[src/rtl/dw_pkg.sv]
// Shared definitions for the depthwise datapath: the per-lane register-array command
// encoding used by the buffer sequencer and by dw_reg_array.
package dw_pkg;

    typedef logic [1:0] cmd_t;

    localparam cmd_t CMD_IB = 2'b00;  // load from input-buffer read data
    localparam cmd_t CMD_SF = 2'b01;  // shift toward lane 0, push displaced pixel
    localparam cmd_t CMD_IF = 2'b10;  // reload from reuse FIFO head (no pop)
    localparam cmd_t CMD_NE = 2'b11;  // hold

    function automatic logic cmd_active(input cmd_t c);
        return c != CMD_NE;
    endfunction

endpackage

[src/rtl/reuse_fifo.sv]
// Single-clock first-word-fall-through FIFO holding pixels displaced by row shifts.
// Push and pop in the same cycle are both honoured, even when full.
module reuse_fifo #(
    parameter int DW         = 8,
    parameter int FIFO_DEPTH = 16,
    localparam int AW        = $clog2(FIFO_DEPTH),
    localparam int LW        = AW + 1
) (
    input  logic          clk,
    input  logic          rst,
    input  logic          push,
    input  logic          pop,
    input  logic [DW-1:0] din,
    output logic [DW-1:0] dout,
    output logic [LW-1:0] level,
    output logic          ovf_pulse,
    output logic          udf_pulse
);

    localparam logic [LW-1:0] FULL_LEVEL = LW'(FIFO_DEPTH);

    logic [DW-1:0] mem [FIFO_DEPTH];
    logic [AW-1:0] wr_ptr;
    logic [AW-1:0] rd_ptr;
    logic [LW-1:0] count;
    logic          empty;
    logic          full;
    logic          pop_ok;
    logic          push_ok;

    assign empty   = (count == '0);
    assign full    = (count == FULL_LEVEL);
    assign pop_ok  = pop && !empty;
    // A simultaneous pop frees the slot this push needs, so full does not block it.
    assign push_ok = push && (!full || pop_ok);

    always_ff @(posedge clk or posedge rst) begin
        if (rst) begin
            wr_ptr <= '0;
            rd_ptr <= '0;
            count  <= '0;
        end else begin
            if (push_ok) wr_ptr <= wr_ptr + AW'(1);
            if (pop_ok)  rd_ptr <= rd_ptr + AW'(1);
            case ({push_ok, pop_ok})
                2'b10:   count <= count + LW'(1);
                2'b01:   count <= count - LW'(1);
                default: count <= count;
            endcase
        end
    end

    always_ff @(posedge clk) begin
        if (push_ok) mem[wr_ptr] <= din;
    end

    assign dout      = mem[rd_ptr];
    assign level     = count;
    assign ovf_pulse = push && full && !pop_ok;
    assign udf_pulse = pop && empty;

endmodule

[src/rtl/dw_reg_array.sv]
// Per-output-row pixel register array feeding the depthwise PE array; executes
// per-lane IB/SF/IF/NE commands and replays shifted-out pixels via reuse FIFOs.
module dw_reg_array
    import dw_pkg::*;
#(
    parameter int POY        = 3,
    parameter int DW         = 8,
    parameter int FIFO_DEPTH = 16,
    localparam int LW        = $clog2(FIFO_DEPTH) + 1
) (
    input  logic              clk,
    input  logic              rst,
    input  logic [2*POY-1:0]  reg_array_cmd,
    input  logic              fifo_read,
    input  logic [POY*DW-1:0] buf_data,
    output logic [POY*DW-1:0] pix_out,
    output logic              pix_valid,
    output logic [LW-1:0]     fifo_level,
    output logic              fifo_ovf,
    output logic              fifo_udf
);

    logic [DW-1:0]  lane_q    [POY];
    logic [DW-1:0]  lane_d    [POY];
    logic [DW-1:0]  shift_src [POY];
    logic [DW-1:0]  head      [POY];
    logic [LW-1:0]  lvl       [POY];
    logic [POY-1:0] push;
    logic [POY-1:0] ovf_p;
    logic [POY-1:0] udf_p;
    logic [POY-1:0] if_empty;
    logic           any_active;

    // Shift source: the next lane up, with the top lane fed from fresh buffer data.
    for (genvar i = 0; i < POY; i++) begin : g_lane
        if (i < POY - 1) begin : g_mid
            assign shift_src[i] = lane_q[i+1];
        end else begin : g_top
            assign shift_src[i] = buf_data[DW*i +: DW];
        end

        reuse_fifo #(
            .DW         (DW),
            .FIFO_DEPTH (FIFO_DEPTH)
        ) u_fifo (
            .clk       (clk),
            .rst       (rst),
            .push      (push[i]),
            .pop       (fifo_read),
            .din       (lane_q[i]),
            .dout      (head[i]),
            .level     (lvl[i]),
            .ovf_pulse (ovf_p[i]),
            .udf_pulse (udf_p[i])
        );

        assign pix_out[DW*i +: DW] = lane_q[i];
    end

    always_comb begin
        any_active = 1'b0;
        push       = '0;
        if_empty   = '0;
        for (int i = 0; i < POY; i++) begin
            lane_d[i] = lane_q[i];
            if (cmd_active(reg_array_cmd[2*i +: 2])) any_active = 1'b1;
            case (reg_array_cmd[2*i +: 2])
                CMD_IB: lane_d[i] = buf_data[DW*i +: DW];
                CMD_SF: begin
                    lane_d[i] = shift_src[i];
                    push[i]   = 1'b1;
                end
                CMD_IF: begin
                    // An empty FIFO has no valid head: hold and flag underflow.
                    if (lvl[i] == '0) if_empty[i] = 1'b1;
                    else              lane_d[i]   = head[i];
                end
                default: lane_d[i] = lane_q[i];
            endcase
        end
    end

    // pix_valid qualifies pix_out for exactly the cycle after any non-NE command;
    // there is no ready, the PE array must consume every valid cycle.
    always_ff @(posedge clk or posedge rst) begin
        if (rst) begin
            for (int i = 0; i < POY; i++) lane_q[i] <= '0;
            pix_valid <= 1'b0;
            fifo_ovf  <= 1'b0;
            fifo_udf  <= 1'b0;
        end else begin
            for (int i = 0; i < POY; i++) lane_q[i] <= lane_d[i];
            pix_valid <= any_active;
            fifo_ovf  <= fifo_ovf | (|ovf_p);
            fifo_udf  <= fifo_udf | (|udf_p) | (|if_empty);
        end
    end

    assign fifo_level = lvl[0];

endmodule

[config.mk]
export PLATFORM = sky130hd
export DESIGN_NAME = dw_reg_array
export DESIGN_NICKNAME = d
export VERILOG_FILES = /design/src/rtl/dw_pkg.sv /design/src/rtl/reuse_fifo.sv /design/src/rtl/dw_reg_array.sv
export SDC_FILE = /design/constraint.sdc
export NUM_CORES = 1
export LEC_CHECK = 0
export BUFFER_PORTS_ARGS = -buffer_cell sky130_fd_sc_hd__buf_2
export CORE_MARGIN = 10
export CORE_UTILIZATION = 50
export CTS_CLUSTER_SIZE = 12
export DETAILED_ROUTE_END_ITERATION = 12
export GPL_ROUTABILITY_DRIVEN = 0
export GPL_TIMING_DRIVEN = 0
export PLACE_DENSITY = 0.64
export SYNTH_ARGS = -nofsm -noshare
export SYNTH_HDL_FRONTEND = slang
export SYNTH_SLANG_ARGS = --single-unit
[constraint.sdc]
create_clock -name clk -period 5.6 [get_ports clk]
set_input_delay 0.28 -clock clk [delete_from_list [all_inputs] [get_ports clk]]
set_output_delay 0.28 -clock clk [all_outputs]
set_load 0.03 [all_outputs]
==> load_flow_metrics.sql <==
INSERT INTO impl_metrics (metric_group, metric, value, unit) VALUES
('pwr', 'gate_power_share', '27.6', '%'),
('run_status', 'status', 'complete, no violations', ''),
('cells_and_area', 'stdcell_area', '21100', 'sq um'),
('synth', 'ys_seq_elements', '450', ''),
('clocking', 'cts_inserted_buffers', '47', ''),
('place', 'pre_cts_slack', '2.18', 'ns'),
('timing', 'timing.final.crit_period', '3.45', 'ns'),
('clocking', 'cts_setup_buffers', '0', ''),
('grt', 'global_route.overflow_total', '0', ''),
('pwr', 'power.share.clock', '27.7', '%'),
('min_path', 'hold_path_class', 'in -> reg', ''),
('setup_path', 'cp.required', '6.09', 'ns'),
('floorplan', 'die_area', '45500', 'sq um'),
('clocking', 'cts_num_sinks', '450', ''),
('place', 'sum_of_net_half_perimeters_after_detailed_placement', '28200', 'um'),
('detailed_routing', 'routedWlPerCell', '23.8', 'um'),
('floorplan', 'floorplan.die.width', '213', 'um'),
('timing', 'timing_max_transition_violations_final', '0', ''),
('clocking', 'insertion_delay', '0.58', 'ns'),
('synth', 'ys_top_cells_by_area', 'edfxtp_1 62%, dfrtp_1 8.8%, mux2i_1 7.8%', ''),
('cells_and_area', 'final_cells', '1796', ''),
('timing', 'finalCritPeriodShare', '61.6', '%'),
('synth', 'netlist_instances', '1170', ''),
('clocking', 'cts_tree', 'done', ''),
('pwr', 'netSwitchingFraction', '33.3', '%'),
('cells_and_area', 'layout.core_utilization', '57.5', '%'),
('detailed_routing', 'dr_total_vias', '10352', ''),
('cells_and_area', 'syn2layout_area_growth', '13.1', '%'),
('cells_and_area', 'drive_above_1_share', '15.0', '%'),
('cells_and_area', 'final_common_cell', 'edfxtp_1', ''),
('cells_and_area', 'mostFrequentLayoutCells', '384 x edfxtp_1, 146 x mux2i_1, 86 x buf_2', ''),
('timing', 'setup_tns', '0', 'ns'),
('grt', 'global_route.usage.total', '19.1', '%'),
('synth', 'synth.top_cell.area_share', '61.7', '%'),
('clocking', 'maximum_level_of_the_cts_h_tree', '2', ''),
('synth', 'synth_seq_area_share', '70.5', '%'),
('grt', 'largest_net_degree_at_the_start_of_global_routing', '55', ''),
('detailed_routing', 'detail_route.iter0.violations', '840', ''),
('clocking', 'ctsRootBufferMaster', 'clkbuf_16', ''),
('detailed_routing', 'drt_first_pass_iters', '5', ''),
('pwr', 'p_per_area', '499', 'nW/um^2'),
('synth', 'synth.lib_cells_used.distinct', '51', ''),
('pwr', 'power.leakage', '7.66', 'nW'),
('grt', 'first_global_vias', '10536', ''),
('place', 'placedCellCount', '1703', ''),
('detailed_routing', 'postRouteWirelength', '42700', 'um'),
('setup_path', 'crit_fanout', '7', ''),
('floorplan', 'fp.coreArea', '36800', 'sq um'),
('synth', 'net_count_after_synthesis', '1237', ''),
('floorplan', 'initial_core_util', '50.8', '%'),
('synth', 'synthDominantAreaCellType', 'edfxtp_1', ''),
('synth', 'number_of_synthesis_warnings', '0', ''),
('synth', 'synth_area_per_cell', '16.0', 'sq um'),
('floorplan', 'chipHeight', '213', 'um'),
('pwr', 'net_switching', '0.00351', 'W'),
('timing', 'hold_viol_final', '0', ''),
('setup_path', 'worstPathArrival', '3.93', 'ns'),
('timing', 'tightestPinTransition', '1.21', 'ns'),
('cells_and_area', 'design.final.nets', '1356', ''),
('synth', 'synth_edf_count', '384', ''),
('floorplan', 'placementRows', '70', ''),
('detailed_routing', 'antenna_left', '0', ''),
('clocking', 'clkTransAtPathRegs', '0.06', 'ns'),
('synth', 'synth_async_sr_flop_share', '14.7', '%'),
('cells_and_area', 'n_fill_cell', '2932', ''),
('flow_run', 'timing.max_cap.violations', '0', ''),
('synth', 'ys_dominant_reg_cell', 'edfxtp_1', ''),
('clocking', 'post_cts.resized_instances', '0', ''),
('timing', 'setup_viol', '0', ''),
('detailed_routing', 'viasPerCell', '5.76', ''),
('floorplan', 'io-pin-count', '65', '');
## metal layers
metal / wire length [um] / GRT usage [%]
met3: 2380 / 3.37
met1: 18400 / 25.3
met5: 0 / 0
met2: 21100 / 31.9
met4: 861 / 5.35
## cell usage after synthesis, drive strengths merged (2+ instances only)
cell type / n
a21o: 4
a21oi: 51
a22oi: 49
a31oi: 25
a32oi: 7
a41oi: 8
and2: 24
and3: 10
and4: 4
buf: 33
clkbuf: 31
dfrtp: 66
edfxtp: 384
fa: 2
ha: 32
inv: 24
mux2: 5
mux2i: 146
mux4: 32
nand2: 65
nand2b: 24
nand3: 26
nand3b: 3
nand4: 6
nor2: 34
nor2b: 9
nor3: 7
o21ai: 12
or4: 4
xnor2: 21
xor2: 12
## final timing paths
check | startpoint | cells past startpoint | slack [ns] | to
hold / removal | fifo_read | 3 | 0.03 | fifo_udf
setup reg to reg | g_lane[1].u_fifo.level[1] | 13 | 2.15 | g_lane[1].u_fifo.level[4]
hold reg to reg | g_lane[1].u_fifo.level[4] | 1 | 0.49 | g_lane[1].u_fifo.level[4]
setup / recovery | g_lane[1].u_fifo.level[1] | 13 | 2.15 | g_lane[1].u_fifo.level[4]
max in group asynchronous | rst | 4 | 4.84 | g_lane[1].u_fifo.wr_ptr[3]
min in group asynchronous | rst | 3 | 0.19 | g_lane[0].u_fifo.wr_ptr[1]
## cells by family (layout without fill, tap and decap cells)
logic type                 count (synthesis)  count (layout)  synth area share, %
muxes                                    183             183                 12.0
and+or+nand+nor                          220             220                 5.99
adders and majority gates                 34              34                 2.36
xor gates and xnor gates                  33              33                 1.55
DFF                                      450             450                 70.5
buffers and inverters                     89             247                 2.01
AOI/OAI and AO/OA                        161             161                 5.63
## through the flow
step | power, W | hold WS [ns]
final | 0.0105 | 0.0299
after global routing | 0.0110 | 0.0339
after CTS | 0.0106 | 0.00133
after detailed placement | 0.00770 | 0.229
after global placement | 0.00763 | 0.473
after floorplan | 0.00667 | 0.378
## final cells by class
cell class	instances	area [sq um]	area share, %
sequential	450	13200	62.4
clock inverter	12	70.1	0.331
timing repair buffer	70	398	1.88
tap	468	586	2.77
buffer	64	280	1.33
multi-input combinational	631	5150	24.4
inverter	25	97.6	0.462
clock buffer	76	1380	6.51
## flip-flops by register name, indices dropped and copies added, names as in the netlist
register / count
pix_valid: 1
g_lane.u_fifo.level: 15
fifo_udf: 1
pix_out: 24
fifo_ovf: 1
g_lane.u_fifo.wr_ptr: 12
g_lane.u_fifo.rd_ptr: 12
g_lane.u_fifo.mem: 384
## worst max-delay path, cell delays in order, from the launching register on
cell and delay [ns]:
dfrtp_1 0.41, or4_4 0.55, or3b_1 0.41, and2_1 0.19, buf_6 0.14, clkinv_2 0.09, ha_1 0.26, inv_1 0.11
fa_1 0.41, nor2b_1 0.15, o21ai_0 0.11, and3_1 0.19, nor3_1 0.19, xor2_1 0.16
## timing repair
action,4_1_cts,5_1_grt
setup endpoints to repair,0,0
endpoints found under the hold margin,70,0
hold buffers,5,0
## power by group through the flow
stage               clock network (W)  registers [W]  logic [W]
floorplan                           0        0.00470    0.00198
global placement                    0        0.00476    0.00287
detailed placement                  0        0.00479    0.00291
CTS                           0.00297        0.00472    0.00293
global route                  0.00310        0.00478    0.00316
finish                        0.00292        0.00472    0.00291
No activity file was read; power rests on OpenSTA's default activity.
